File: config.mk
export PLATFORM = sky130hd
export DESIGN_NAME = rng_engine
export DESIGN_NICKNAME = d
export VERILOG_FILES = /design/src/rtl/rng_engine.sv
export SDC_FILE = /design/constraint.sdc
export NUM_CORES = 1
export LEC_CHECK = 0
export ABC_AREA = 1
export BUFFER_PORTS_ARGS = -buffer_cell sky130_fd_sc_hd__buf_4
export CAP_MARGIN = 20
export CORE_MARGIN = 2
export CORE_UTILIZATION = 59
export DETAILED_ROUTE_END_ITERATION = 6
export GPL_TIMING_DRIVEN = 0
export PLACE_DENSITY = 0.8
export SKIP_LAST_GASP = 1
export SLEW_MARGIN = 20
export SYNTH_ARGS = -nofsm -noshare
export SYNTH_HDL_FRONTEND = slang
export SYNTH_SLANG_ARGS = --single-unit
File: constraint.sdc
create_clock -name clk -period 1.7 [get_ports clk]
set_input_delay 0.17 -clock clk [delete_from_list [all_inputs] [get_ports clk]]
set_output_delay 0.17 -clock clk [all_outputs]
set_load 0.05 [all_outputs]
File: src/rtl/rng_engine.sv
// Random word generator: a Fibonacci LFSR and a companion NLFSR, seeded together,
// warmed up for WARMUP steps, then mapped to OUT_W-bit words behind a valid/ready handshake.
module rng_engine #(
    parameter int WIDTH  = 16,
    parameter int OUT_W  = 8,
    parameter int WARMUP = 4
) (
    input  logic             clk,
    input  logic             reset,
    input  logic [1:0]       mode,
    input  logic [WIDTH-1:0] seed,
    input  logic             seed_load,
    output logic [OUT_W-1:0] out_data,
    output logic             out_valid,
    input  logic             out_ready,
    output logic             running
);

    typedef enum logic [1:0] {
        ST_IDLE,
        ST_WARMUP,
        ST_RUN
    } state_t;

    // Tap positions for each supported width, packed into one 32-bit constant.
    localparam logic [31:0] TAP32 = (WIDTH == 8)  ? 32'h0000_00B8 :
                                    (WIDTH == 16) ? 32'h0000_D008 :
                                                    32'h8020_0003;
    localparam logic [WIDTH-1:0] TAP_MASK   = TAP32[WIDTH-1:0];
    localparam logic [WIDTH-1:0] GEN_ONE    = {{(WIDTH-1){1'b0}}, 1'b1};
    localparam logic [OUT_W-1:0] OUT_ONE    = {{(OUT_W-1){1'b0}}, 1'b1};
    localparam int               IDX_W      = $clog2(OUT_W);
    localparam logic [7:0]       WARMUP_CNT = 8'(WARMUP);

    state_t           state_q, state_d;
    logic [WIDTH-1:0] l_q, l_d;
    logic [WIDTH-1:0] n_q, n_d;
    logic [7:0]       cnt_q, cnt_d;
    logic [OUT_W-1:0] out_data_q, out_data_d;
    logic             out_valid_q, out_valid_d;

    function automatic logic [WIDTH-1:0] lfsr_next(input logic [WIDTH-1:0] v);
        return {v[WIDTH-2:0], ^(v & TAP_MASK)};
    endfunction

    // The AND term makes the NLFSR able to collapse to zero; force it back to 1.
    function automatic logic [WIDTH-1:0] nlfsr_next(input logic [WIDTH-1:0] v);
        logic [WIDTH-1:0] nxt;
        nxt = {v[WIDTH-2:0], (^(v & TAP_MASK)) ^ (v[1] & v[2])};
        return (nxt == '0) ? GEN_ONE : nxt;
    endfunction

    function automatic logic [OUT_W-1:0] map_word(input logic [1:0]       m,
                                                  input logic [WIDTH-1:0] l,
                                                  input logic [WIDTH-1:0] n);
        logic [OUT_W-1:0] w;
        case (m)
            2'b00:   w = l[OUT_W-1:0];
            2'b01:   w = n[OUT_W-1:0];
            2'b10:   w = OUT_ONE << l[IDX_W-1:0];
            default: w = l[OUT_W-1:0] ^ n[OUT_W-1:0];
        endcase
        return w;
    endfunction

    always_comb begin
        state_d     = state_q;
        l_d         = l_q;
        n_d         = n_q;
        cnt_d       = cnt_q;
        out_data_d  = out_data_q;
        out_valid_d = out_valid_q;
        if (seed_load) begin
            // Reseeding wins over any handshake; a pending word is dropped.
            l_d         = (seed == '0) ? GEN_ONE : seed;
            n_d         = (~seed == '0) ? GEN_ONE : ~seed;
            cnt_d       = '0;
            out_valid_d = 1'b0;
            state_d     = ST_WARMUP;
        end else begin
            case (state_q)
                ST_IDLE: begin
                    out_valid_d = 1'b0;
                end
                ST_WARMUP: begin
                    if (cnt_q == WARMUP_CNT) begin
                        state_d = ST_RUN;
                    end else begin
                        l_d   = lfsr_next(l_q);
                        n_d   = nlfsr_next(n_q);
                        cnt_d = cnt_q + 8'd1;
                    end
                end
                ST_RUN: begin
                    if (!out_valid_q || out_ready) begin
                        out_data_d  = map_word(mode, l_q, n_q);
                        out_valid_d = 1'b1;
                        l_d         = lfsr_next(l_q);
                        n_d         = nlfsr_next(n_q);
                    end
                end
                default: begin
                    state_d     = ST_IDLE;
                    out_valid_d = 1'b0;
                end
            endcase
        end
    end

    always_ff @(posedge clk) begin
        if (!reset) begin
            state_q     <= ST_IDLE;
            l_q         <= GEN_ONE;
            n_q         <= GEN_ONE;
            cnt_q       <= '0;
            out_data_q  <= '0;
            out_valid_q <= 1'b0;
        end else begin
            state_q     <= state_d;
            l_q         <= l_d;
            n_q         <= n_d;
            cnt_q       <= cnt_d;
            out_data_q  <= out_data_d;
            out_valid_q <= out_valid_d;
        end
    end

    assign out_data  = out_data_q;
    assign out_valid = out_valid_q;
    assign running   = (state_q == ST_RUN);

endmodule

# [Word-level counts from Yosys, hierarchy flattened]
# Cells that the tools add are included.
[op_classes] mux=17 reduce_logical=18 n_eq_ne=11 bitwise_logic=9 n_addsub=1 n_shift=1
[op_table] cell="$mux 16" count=9
[op_table] cell="$pmux 16 s2" count=2
[op_table] cell="$logic_not 16->1" count=3
[op_table] cell="$reduce_xor 16->1" count=2
[op_table] cell="$pmux 8 s3" count=1
[op_table] cell="$not 16->16" count=1
[op_table] cell="$add 8x1->8 const B" count=1
[op_table] cell="$eq 8x3->1 const B" count=1
[op_table] cell="$reduce_and 2->1" count=4
[op_table] cell="$shl 1x3->8 const A" count=1
[op_table] cell="$xor 8x8->8" count=1
[op_table] cell="$ne 3x3->1 const B" count=2
[op_table] cell="$reduce_and 3->1" count=2
[op_table] cell="$not 1->1" count=5
[op_table] cell="$eq 2x1->1 const B" count=2
[op_table] cell="$eq 2x2->1 const B" count=2
[op_table] cell="$logic_not 2->1" count=2
[op_table] cell="$ne 2x1->1 const B" count=2
[op_table] cell="$pmux 2 s2" count=1
[op_table] cell="$reduce_or 2->1" count=2
[op_table] cell="$ne 3x2->1 const B" count=1
[op_table] cell="$reduce_bool 3->1" count=1
[op_table] cell="$mux 1" count=2
[op_table] cell="$mux 2" count=1
[op_table] cell="6 further kinds" count=6
[totals] input_bits=22 wordCells=64 ff_bits=51 out_inout_bits=10

# [Depth between registers and ports, before layout]
[depth] depth_word=7 depth_mapped=10 ltp_nobuf=9

# [Worst setup path before layout]
# OpenSTA, ideal clock, no wires.
[synth_timing] path_kind="reg2reg" start="register out_valid_q, in the netlist out_valid" end="register l_q[10]" required_time_ns=1.636 path_slack_ns=0.086 period_less_slack_ns=1.614 setup_ns=0.064 path_buffers=2 arrival_time_ns=1.551 stages_incl_launch_ff=9 path_cell_list="dfxtp_1 inv_1 nor2_1 nand3_2 nand3_2 buf_6 buf_8 nor2_2 nor2_1"
[synth_via] elab_chain_len=4
[synth_lines] item="start: declaration" line_no="40" text="logic out_valid_q, out_valid_d;"
[synth_lines] item="start signal: assignment" line_no="124" text="out_valid_q <= out_valid_d;"
[synth_lines] item="$logic_not 1->1" line_no="95" text="if (!out_valid_q || out_ready) begin"
[synth_lines] item="$logic_or 1x1->1" line_no="95"
[synth_lines] item="$ne 3x2->1 (no line)"
[synth_lines] item="$reduce_and 3->1 (no line)"
[synth_lines] item="end signal: assignment" line_no="120" text="l_q <= l_d;"
[synth_lines] item="end: declaration" line_no="36" text="logic [WIDTH-1:0] l_q, l_d;"
# Every way passes these cells.
# A chain may end at the register's enable or synchronous reset.

# [Worst setup path in the final report]
[layout_timing] start="register cnt_q[0]" end="register l_q[3]"
[layout_via] elab_chain_len=3
[layout_lines] item="start: declaration" line_no="38" text="logic [7:0] cnt_q, cnt_d;"
[layout_lines] item="start signal: assignment" line_no="122" text="cnt_q <= cnt_d;"
[layout_lines] item="$eq 8x3->1" line_no="86" text="if (cnt_q == WARMUP_CNT) begin"
[layout_lines] item="$ne 3x3->1 (no line)"
[layout_lines] item="$reduce_and 3->1 (no line)"
# Every way passes these cells.

==> flow_summary_export.csv <==
group,metric,value,unit
yosys,synth-seq-cells,51,
worst_setup_path,endpoint_kind,"flip-flop",
grt,top_usage_layer,"met2",
detailed_routing,drt_iter0_markers,309,
yosys,yosys.area.top_type_share,32.69,%
clock_network,htree_levels,2,
sta,whs,0.2099,ns
yosys,synth_area_per_cell,6.088,sq um
worst_setup_path,worstPathRequired,1.95,ns
sta,finalCriticalPeriod,1.638,ns
cells_and_area,ff_latch_area,1021,sq um
yosys,synth_common_cells,"140 x nand2_1, 108 x nor2_1, 51 x dfxtp_1",
grt,grtUsageMet2,48.16,%
grt,grt_use_met1,38.24,%
worst_setup_path,crit_arrival,1.89,ns
power,peakVddDrop,0.0005128,V
yosys,ys_seq_area_share,32.69,%
yosys,synth-async-reset-ratio,0,%
worst_setup_path,critPathTopFamily,"simple AND/OR/NAND/NOR gates",
floorplan,die_w,76.76,um
worst_setup_path,critPathBufInv,3,
power,p_leak,1.661,nW
power,p_per_area,785.9,nW/um^2
floorplan,die_y,76.76,um
detailed_routing,wl,8249,um
cells_and_area,drive_gt1_share,15.37,%
sta,tightest_slew,0.5857,ns
floorplan,num_rows,26,
detailed_routing,drtAntennaViolNets,0,
yosys,ys.flop_type,"dfxtp_1",
yosys,synth_cell_type_count,31,
cells_and_area,fillers,474,
cells_and_area,fin_area,3603,sq um
grt,antenna_found_initial,0,
yosys,synth-edff-count,0,
worst_setup_path,cp_slowest_cell,"dfxtp_1",
yosys,yosysMostFrequentCell,"nand2_1",
sta,fin_crit_sh,96.35,%
grt,grt_overflow_total,0,
clock_network,root_buffer,"clkbuf_8",
worst_setup_path,worstPathCellList,"inv_1 -> ha_1 -> nand3_2 -> nor2_4 -> nand3_4 -> nand3_4 -> buf_6 -> buf_12 -> nor2_2 -> nor2_1",
worst_setup_path,max_stage_delay,0.33,ns
job,maxCapViolCount,0,
yosys,synth_cells,513,
cells_and_area,areaGrowthSynthToFinish,15.38,%
sta,slew_headroom,60.95,%
place,hpwl,6140,um
clock_network,hold_buffers,0,
worst_setup_path,crit_fanout,10,
sta,finalSetupViolations,0,
grt,grtUsageMet3,4.118,%
worst_setup_path,crit_type,"reg2reg",
yosys,synth.top_cells.by_area,"dfxtp_1 33%, nand2_1 17%, nor2_1 13%, inv_1 6.0%, o21ai_0 5.0%",
cells_and_area,multi_input_area,1815,sq um
sta,hold_viol,0,
clock_network,clk_pin_slew_worst_paths,0.10,ns
clock_network,cts_tree,"yes",
yosys,ys_warn_count,0,
detailed_routing,dr.pass1.iters,5,
place,gp_congestion,0.9170,
sta,clock_skew,0.005663,ns
worst_setup_path,start_kind,"flip-flop",
run_status,status,"complete, no violations",
place,numPortBuffers,30,
floorplan,die-area,5891,sq um
worst_hold_path,hold_class,"in2reg",
yosys,synth_area,3123,sq um
sta,slew_violations,0,
place,placed_area,3436,sq um
sta,fmaxAchievable,0.6105,GHz
floorplan,coreArea,5107,sq um
grt,grt_max_degree,17,
yosys,synth_nets,537,
cells_and_area,num_antenna_cells,0,
cells_and_area,nNetsFinal,576,
grt,grt_pass1_wl,13690,um
clock_network,clockBufferDepth,2,
grt,grt.total_usage,28.74,%
clock_network,cts.sinks,51,
clock_network,clk_latency,0.31,ns
detailed_routing,wire_per_inst,13.24,um
detailed_routing,vias,3386,
detailed_routing,vias_per_cell,5.435,
floorplan,ios,32,
detailed_routing,drcViolationCount,0,
yosys,synth_top_area_cell,"dfxtp_1",
clock_network,numCtsBuffers,5,
floorplan,initial_utilization,61.15,%
grt,grt_pass1_vias,3025,
worst_setup_path,cpMostUsedCell,"nand3_4",
-- worst register-to-register path: stages, from the launching register on --
cell,delay [ns]
dfxtp_1,0.33
inv_1,0.10
ha_1,0.17
nand3_2,0.10
nor2_4,0.15
nand3_4,0.13
nand3_4,0.10
buf_6,0.16
buf_12,0.15
nor2_2,0.05
nor2_1,0.13
-- report_power, final --
| part | internal, W | switching (W) |
|---|---|---|
| clock | 0.000485 | 0.000431 |
| sequential | 0.00127 | 0.0000464 |
| combinational | 0.000220 | 0.000384 |
-- worst paths after layout --
path	from	end	slack [ns]	depth (start not counted)
worst max-delay path	cnt_q[0]	l_q[3]	0.06	10
worst min-delay path	seed[0]	l_q[0]	0.21	5
worst max register to register	cnt_q[0]	l_q[3]	0.06	10
worst min register to register	out_valid	out_valid	0.48	2
-- metal layers --
metal	vias up	wire, um	share of wire (%)
met2	154	3854	47
met5	-	0	0
met1	1513	3637	44
li1	1697	-	-
met3	22	577	7.0
met4	0	179	2.2
-- repair_timing --
item	CTS	global route
endpoints found under the setup margin	0	29
gates resized for setup	0	11
buffers inserted	0	2
-- cells by family (layout without fill, tap and decap cells) --
family	Yosys count	in the layout	synth area share, %
compound gates	63	63	10.70
simple gates	316	316	44.15
flops	51	51	32.69
fa+ha+maj	2	2	0.8012
xor+xnor	7	7	1.963
buf+inv	74	114	9.695
-- through the flow --
stage	TNS, ns	utilization (%)	total power, W	instances	setup slack, ns
after global routing	-0.06315	70.55	0.002970	623	-0.02957
final	0	70.55	0.002832	623	0.06198
after global placement	0	67.27	0.001899	613	0.1149
after CTS	0	69.65	0.002816	621	0.04137
after detailed placement	0	67.27	0.001916	613	0.06595
after floorplan	0	-	0.001745	513	0.08551
-- registers in the layout (all words and copies together) (netlist names) --
signal	flops
cnt_q	8
l_q	16
n_q	16
out_data	8
out_valid	1
state_q	2
-- cell type report --
type	instances	area share, %
plain buffers	20	3.194
multi-input cells	388	50.38
flip-flops and latches	51	28.33
repair buffers	32	6.667
well taps	70	2.431
clock inverters	2	1.076
clock buffers	6	2.292
inverters	54	5.625
-- placed cells by master (no fill, tap or decap), types with 2 or more instances in the layout --
| cell | count |
|---|---|
| inv_2 | 4 |
| or2_2 | 12 |
| a31oi_1 | 5 |
| clkbuf_4 | 2 |
| nand3_4 | 2 |
| clkbuf_2 | 2 |
| o22ai_1 | 5 |
| dfxtp_1 | 51 |
| buf_1 | 4 |
| nor3_1 | 3 |
| nand4_1 | 21 |
| a21oi_1 | 19 |
| xnor2_1 | 4 |
| nand3_2 | 3 |
| clkbuf_8 | 6 |
| inv_1 | 50 |
| xor2_1 | 3 |
| o21ai_0 | 31 |
| nor2_4 | 2 |
| nor2_1 | 107 |
| buf_2 | 2 |
| nor2_2 | 11 |
| buf_4 | 33 |
| ha_1 | 2 |
| nand3_1 | 12 |
| clkbuf_1 | 7 |
| nand2_1 | 140 |
Note: power is estimated with default switching activity, not from simulation.
